### config.mk
export PLATFORM = sky130hd
export DESIGN_NAME = ram_port_arbiter
export DESIGN_NICKNAME = d
export VERILOG_FILES = /design/src/rtl/ram_port_arbiter.sv
export SDC_FILE = /design/constraint.sdc
export NUM_CORES = 1
export LEC_CHECK = 0
export CORE_AREA = 2 2 81 83
export CTS_CLUSTER_DIAMETER = 50
export CTS_CLUSTER_SIZE = 12
export DETAILED_ROUTE_END_ITERATION = 6
export DIE_AREA = 0 0 83 85
export GPL_ROUTABILITY_DRIVEN = 1
export PLACE_DENSITY = 0.85
export SETUP_SLACK_MARGIN = 0.3
export SLEW_MARGIN = 20
export SYNTH_ARGS = -nofsm -noshare
export SYNTH_HDL_FRONTEND = slang
export SYNTH_SLANG_ARGS = --single-unit
### constraint.sdc
create_clock -name clk -period 1.9 [get_ports clk]
set_input_delay 0.38 -clock clk [delete_from_list [all_inputs] [get_ports clk]]
set_output_delay 0.38 -clock clk [all_outputs]
set_load 0.005 [all_outputs]
### src/rtl/ram_port_arbiter.sv
// ram_port_arbiter
//   Shares the write port and the registered read port of the dual-address
//   register-file RAM between two requesters. Each port has its own
//   round-robin arbiter. In-flight reads are tracked by a 2-stage tag
//   pipeline that lines up with the RAM's 2-cycle read latency, so every
//   returning word is steered to the requester that issued it.
//
//   Optional build macro: RAM_ARB_STATS_EN adds the conflict_cnt and
//   grant_cnt saturating statistics counters.
//
// Ports
//   clk, rst        clock and asynchronous active-high reset
//   req_valid[1:0]  per-requester op valid
//   req_we[1:0]     per-requester op type (1 = write, 0 = read)
//   req_addr        requester i address at [i*ADDR_SIZE +: ADDR_SIZE]
//   req_data        requester i write data at [i*REG_SIZE +: REG_SIZE]
//   req_ready[1:0]  grant; op transfers when req_valid[i] & req_ready[i]
//   rsp_valid[1:0]  read data valid for requester i
//   rsp_data        read data shared by both requesters (ram_q passthrough)
//   ram_we, ram_a_in, ram_d   RAM write port
//   ram_a_out       RAM read address
//   ram_q           RAM read data
//   conflict_cnt    (RAM_ARB_STATS_EN) cycles/ports with two contenders
//   grant_cnt       (RAM_ARB_STATS_EN) accepted ops, requester i at [i*16 +: 16]
module ram_port_arbiter #(
  parameter int REG_SIZE  = 36,
  parameter int ADDR_SIZE = 5
) (
  input  logic                    clk,
  input  logic                    rst,
  input  logic [1:0]              req_valid,
  input  logic [1:0]              req_we,
  input  logic [2*ADDR_SIZE-1:0]  req_addr,
  input  logic [2*REG_SIZE-1:0]   req_data,
  output logic [1:0]              req_ready,
  output logic [1:0]              rsp_valid,
  output logic [REG_SIZE-1:0]     rsp_data,
  output logic                    ram_we,
  output logic [ADDR_SIZE-1:0]    ram_a_in,
  output logic [REG_SIZE-1:0]     ram_d,
  output logic [ADDR_SIZE-1:0]    ram_a_out,
  input  logic [REG_SIZE-1:0]     ram_q
`ifdef RAM_ARB_STATS_EN
  ,
  output logic [15:0]             conflict_cnt,
  output logic [31:0]             grant_cnt
`endif
);

  logic       wr_last, rd_last;
  logic [1:0] want_wr, want_rd;
  logic [1:0] gnt_wr, gnt_rd;
  logic       wr_sel, rd_sel;
  logic       v_p1, t_p1, v_p2, t_p2;

  // Contenders are masked while reset is held so nothing is granted.
  always_comb begin
    want_wr = rst ? 2'b00 : (req_valid & req_we);
    want_rd = rst ? 2'b00 : (req_valid & ~req_we);
    // Single contender: its index is simply bit 1 of the request mask.
    wr_sel  = (want_wr == 2'b11) ? ~wr_last : want_wr[1];
    rd_sel  = (want_rd == 2'b11) ? ~rd_last : want_rd[1];
    gnt_wr  = 2'b00;
    gnt_rd  = 2'b00;
    if (|want_wr) gnt_wr[wr_sel] = 1'b1;
    if (|want_rd) gnt_rd[rd_sel] = 1'b1;
  end

  assign req_ready = gnt_wr | gnt_rd;
  assign ram_we    = |gnt_wr;
  assign ram_a_in  = !ram_we ? '0 :
                     (wr_sel ? req_addr[2*ADDR_SIZE-1:ADDR_SIZE] : req_addr[ADDR_SIZE-1:0]);
  assign ram_d     = !ram_we ? '0 :
                     (wr_sel ? req_data[2*REG_SIZE-1:REG_SIZE] : req_data[REG_SIZE-1:0]);
  assign ram_a_out = !(|gnt_rd) ? '0 :
                     (rd_sel ? req_addr[2*ADDR_SIZE-1:ADDR_SIZE] : req_addr[ADDR_SIZE-1:0]);

  // Round-robin state and read-valid pipeline (control, reset).
  always_ff @(posedge clk or posedge rst) begin
    if (rst) begin
      wr_last <= 1'b1;
      rd_last <= 1'b1;
      v_p1    <= 1'b0;
      v_p2    <= 1'b0;
    end else begin
      if (|want_wr) wr_last <= wr_sel;
      if (|want_rd) rd_last <= rd_sel;
      // Stage 1: read issued to the RAM this edge
      v_p1 <= |want_rd;
      // Stage 2: RAM q now holds that read's word
      v_p2 <= v_p1;
    end
  end

  // Tag pipeline (data, qualified by the valids above).
  always_ff @(posedge clk) begin
    t_p1 <= rd_sel;
    t_p2 <= t_p1;
  end

  assign rsp_valid = {v_p2 & t_p2, v_p2 & ~t_p2};
  assign rsp_data  = ram_q;

`ifdef RAM_ARB_STATS_EN
  function automatic logic [15:0] sat_add(input logic [15:0] a, input logic [1:0] inc);
    logic [16:0] s;
    s = {1'b0, a} + {15'b0, inc};
    return s[16] ? 16'hFFFF : s[15:0];
  endfunction

  logic [1:0] conflict_inc;
  assign conflict_inc = {1'b0, &want_wr} + {1'b0, &want_rd};

  always_ff @(posedge clk or posedge rst) begin
    if (rst) begin
      conflict_cnt <= '0;
      grant_cnt    <= '0;
    end else begin
      conflict_cnt      <= sat_add(conflict_cnt, conflict_inc);
      grant_cnt[15:0]   <= sat_add(grant_cnt[15:0],  {1'b0, req_ready[0]});
      grant_cnt[31:16]  <= sat_add(grant_cnt[31:16], {1'b0, req_ready[1]});
    end
  end
`endif

endmodule

# Word level (Yosys, flattened, before mapping)
# Cells that the tools add are included.
word_totals:
  ff_bits: 6
  latch_bits: 0
  n_memories: 0
  romBits: 0
  word_cells: 43
  mem_bits_rw: 0
op_classes:
  multipliers: 0
  order_cmp: 4
  shifts: 0
  add_sub_neg: 0
  n_reduce_logical: 6
  eq_ne: 2
  muxes: 16
  n_div: 0
  n_bitwise: 9
ops:
  columns: ["cell", "count"]
  rows:
  - ["$mux 36", 2]
  - ["$mux 5", 4]
  - ["$mux 2", 4]
  - ["$reduce_or 2->1", 4]
  - ["$and 2x2->2", 2]
  - ["$eq 2x2->1 const B", 2]
  - ["$lt 1x2->1 const B", 2]
  - ["$mux 1", 4]
  - ["$not 1->1", 3]
  - ["$and 1x1->1", 2]
  - ["$demux 1 s1", 2]
  - ["$ge 1x1->1 const B", 2]
  - ["$logic_and 1x1->1", 2]
  - ["$not 2->2", 1]
  - ["$or 2x2->2", 1]

# Longest topological paths before layout
depth:
  ltp_word: 12
  mapped_depth: 4
  ltp_nobuf: 3

# Worst setup path before layout
# No wires, ideal clock.
synth_timing:
  path_type: "input port to output port"
  start: "input rst"
  end: "output ram_a_in[0]"
  setup_slack_ns: 0.379
  arrival_ns: 1.141
  required_ns: 1.520
  n_path_buf: 1
  path_stages: 4
  path_cell_list: "and3b_1 -> a21boi_4 -> buf_6 -> a22o_1"
synth_between:
  elab_chain_len: 10
  elab_cells_between_ends: 13
  cone_classes: "2 x order compare; 1 x eq/ne; 7 x mux; 3 x reduce/logical"
synth_lines:
  columns: ["item", "line_no", "source"]
  rows:
  - ["start: declaration", "30", "input logic rst,"]
  - ["$mux 2 (*)", "58", "want_wr = rst ? 2'b00 : (req_valid & req_we);"]
  - ["$eq 2x2->1", "61", "wr_sel = (want_wr == 2'b11) ? ~wr_last : want_wr[1];"]
  - ["$mux 1", "61", null]
  - ["$lt 1x2->1 (implied by the code) or $ge 1x1->1 (tied branches)", "65", "if (|want_wr) gnt_wr[wr_sel] = 1'b1;"]
  - ["$logic_and 1x1->1 (implied by the code)", "65", null]
  - ["$mux 1 (implied by the code)", "65", null]
  - ["$demux 1 s1", "65", null]
  - ["$mux 2", "65", null]
  - ["$reduce_or 2->1", "70", "assign ram_we = |gnt_wr;"]
  - ["$mux 5 (*)", "71", "assign ram_a_in = !ram_we ? '0 :"]
  - ["end: declaration", "39", "output logic [ADDR_SIZE-1:0] ram_a_in,"]
# Mark *: on every way between the ends. The rest lies on a longest branch, timed or not.

# Worst setup path after layout
layout_timing:
  start: "register wr_last"
  end: "output ram_d[0]"
layout_between:
  elab_chain_len: 9
  elab_cells_between_ends: 11
  cone_classes: "2 x order compare; 6 x mux; 1 x bitwise; 2 x reduce/logical"
layout_lines:
  columns: ["item", "line_no", "source"]
  rows:
  - ["start: declaration", "50", "logic wr_last, rd_last;"]
  - ["start signal: assignment", "86", "if (|want_wr) wr_last <= wr_sel;"]
  - ["$not 1->1 (*)", "61", null]
  - ["$mux 1 (*)", "61", null]
  - ["$lt 1x2->1 (implied by the code) or $ge 1x1->1 (tied branches)", "65", null]
  - ["$logic_and 1x1->1 (implied by the code)", "65", null]
  - ["$mux 1 (implied by the code)", "65", null]
  - ["$demux 1 s1", "65", null]
  - ["$mux 2", "65", null]
  - ["$reduce_or 2->1", "70", null]
  - ["$mux 36 (*)", "73", "assign ram_d = !ram_we ? '0 :"]
  - ["end: declaration", "40", "output logic [REG_SIZE-1:0] ram_d,"]
# Marked as above.

==> summary.txt <==
Run status
  • Outcome: complete, but fails checks
  • Violated checks: negative setup slack

Floorplan
  • Site Rows: 29
  • Overall die height: 85 um
  • Starting Density: 0.170
  • Die ar.: 0.00706 mm^2
  • Chip Width: 83 um
  • Ports: 211
  • Core area: 0.00620 mm^2

Placement
  • Placed cell areas: 0.00231 mm^2
  • PortBufs: 138
  • Routability cong.: 0.828
  • Detailed placement HPWL: 4380 um
  • DP Cell Count: 303
  • Placement Setup Slack: -0.740 ns

STA
  • Worst hold slack: 0.253 ns
  • RSZ-0062 raised after global routing: yes
  • Worst-margin pin slew: 0.235 ns
  • Final WS setup: -0.196 ns
  • Slew margin rel.: 0.843
  • Highest Clock Rate: 0.477 GHz
  • Min cycle time layout: 2.10 ns
  • Max-slew violation count: 0
  • Final hold vios: 0
  • Setup skew after layout: 0.0000169 ns
  • Finish-stage setup viols: 42
  • Fin crit share: 1.10

Critical path
  • WP buf/inv: 6
  • Largest delay contributor family on the critical path: buffers and inverters
  • Req. time, crit path: 1.52 ns
  • Worst EP arrival: 1.72 ns
  • Crit-path max FO: 8
  • Critical path's slowest cell: dfstp_2
  • Critical path startpoint category: flop
  • Crit. End Element: output pin
  • Ordered cell list for the critical path: buf_6 > a21boi_4 > buf_6 > buf_6 > buf_12 > buf_12 > a22o_1 > buf_2
  • Max stage delay on crit path: 0.53 ns
  • Worst Setup Path Type: flop to output pin
  • Crit-path most repeated cell: buf_6

Yosys
  • Net Count, Synth: 244
  • Cell count after synthesis: 120
  • Ys flop type: dfxtp_1
  • Post-synthesis async set-or-reset flop share: 0.667
  • Yosys cell types: 25
  • #FFs+latches synth: 6
  • YS warnings: 0
  • Syn Area/Cell: 8.80 um^2
  • Sequential-to-total area share from yosys stat: 0.135
  • Number of flops mapped to enable cells by yosys: 0
  • Post-Syn Area: 0.00106 mm^2

CTS
  • Root buf cell: clkbuf_8
  • CTS tree: done
  • # hold bufs at CTS: 0
  • Worst-Skew Late Latency: 0.22 ns
  • Num CTS Buffers: 3
  • Clk slew on worst S/H paths: 0.04 ns
  • # H-tree levels: 1
  • CTS Sinks: 6
  • Max clock buf depth: 2

Hold path
  • Worst hold path class: primary input to async pin

GRT
  • GRT Residual Overflow: 0
  • GR peak layer: met2
  • GR met1 Demand/Resource: 0.150
  • Total global-route track usage: 0.160
  • Antenna violations before repair: 0
  • Routing usage on met2: 0.325
  • GR Util met3: 0.0438
  • Vias in the first global route: 1645
  • First-pass GRT wire length: 8820 um
  • Largest net degree at the start of global routing: 15

Routing
  • DRT antenna net count: 0
  • Starting DRC count in detailed routing: 45
  • DRT Pass-1 Iters: 4
  • Via count: 1539
  • Mean routed wirelength per cell: 17.8 um
  • Drc violations: 0
  • Via density: 4.61
  • Final WL: 5960 um

Job
  • Max Cap Violations: 0

Pwr
  • P per Cell Area: 355 mW/mm^2
  • Power, Total: 0.902 mW
  • Pleak: 1.24 nW
  • Peak supply drop: 277 uV

Layout
  • Final #Nets: 382
  • Finished Cell Area: 0.00254 mm^2
  • Non-Filler Instances: 334
  • N_diodes: 0
  • Area Growth Syn to Fin: 140%
  • Fillers: 620
  • Layout cells sized above 1: 0.405
placed cells by master (no fill, tap or decap), types with 2 or more instances in the layout:
master           count
o2111a_1             2
or2_1                2
clkdlybuf4s50_1     83
buf_8                2
bufbuf_16            2
o211a_4              2
buf_6               16
buf_16               3
buf_2               51
dfrtp_1              2
dfxtp_1              2
clkbuf_8             3
dfstp_2              2
a21o_1               2
buf_12               3
a22o_1              44
a21oi_1              2
nand2_1              2
buf_4               15
Yosys cell counts, types with 2 or more instances:
cell / number / area [um^2]
a21o_1: 2 / 15.0
dfrtp_1: 2 / 50.1
buf_4: 36 / 270
a22o_1: 44 / 385
or2_1: 2 / 12.5
nor2b_1: 2 / 12.5
o2111a_1: 2 / 22.5
buf_2: 4 / 20.0
nand2_1: 2 / 7.51
a21oi_1: 2 / 10.0
o211a_1: 2 / 20.0
dfxtp_1: 2 / 40.0
dfstp_2: 2 / 52.6
buf_6: 4 / 45.0
nand2b_1: 2 / 12.5
sequential cells by signal (all words and copies together) (netlist names):
name,count
rd_last,1
t_p2,1
t_p1,1
wr_last,1
v_p2,1
v_p1,1
per-stage QoR:
stage	setup TNS, ns	util
finish	-5.71	0.409
global route	-7.95	0.409
CTS	-5.70	0.405
detailed placement	-31.73	0.373
global placement	-30.83	0.373
floorplan	0	-
metal layers:
layer	up-vias	share of wire
met5	-	0
met1	704	0.34
met4	0	0.026
met3	16	0.079
met2	114	0.56
li1	705	-
repair_timing:
action,in CTS,in global routing
buffers inserted,20,1
resized for setup,239,7
setup endpoints to repair,49,49
cloned,6,0
pin swaps,48,5
final timing paths:
check                        start  cells past startpoint  slack, ns        to
setup / recovery           wr_last                      8      -0.20  ram_d[0]
max in group asynchronous      rst                      3       1.44   rd_last
hold / removal                 rst                      3       0.25      v_p1
setup reg to reg           wr_last                      4       0.90   wr_last
hold reg to reg               t_p1                      0       0.32      t_p2
min in group clk              t_p1                      0       0.32      t_p2
cell families (layout without fill, tap and decap cells):
| kind of cell | count (synthesis) | in the layout | share of synthesized area |
|---|---|---|---|
| DFF | 6 | 6 | 0.135 |
| buffers and inverters | 45 | 182 | 0.321 |
| and+or+nand+nor | 12 | 12 | 0.0675 |
| AOI/OAI and AO/OA | 57 | 57 | 0.476 |
cell type report:
type,count,area [um^2],area share
Multi-Input combinational cell,69,613,0.241
Timing Repair Buffer,177,1640,0.645
Sequential cell,6,143,0.0562
Tap cell,77,96.3,0.0379
Inverter,1,3.75,0.00148
Clock buffer,4,45.0,0.0177
power by group:
| part | internal [mW] | switching (mW) | total, mW |
|---|---|---|---|
| Combinational | 0.363 | 0.169 | 0.532 |
| Clock | 0.145 | 0.0616 | 0.207 |
| Sequential | 0.151 | 0.0124 | 0.163 |
| Total | 0.658 | 0.243 | 0.902 |
worst register-to-register path: cells and delay by family (launching register included):
kind / cells / cell delay [ns]
flops: 1 / 0.53
simple gates: 1 / 0.04
buf+inv: 2 / 0.21
compound gates: 1 / 0.13
(Power assumes the default switching activity.)
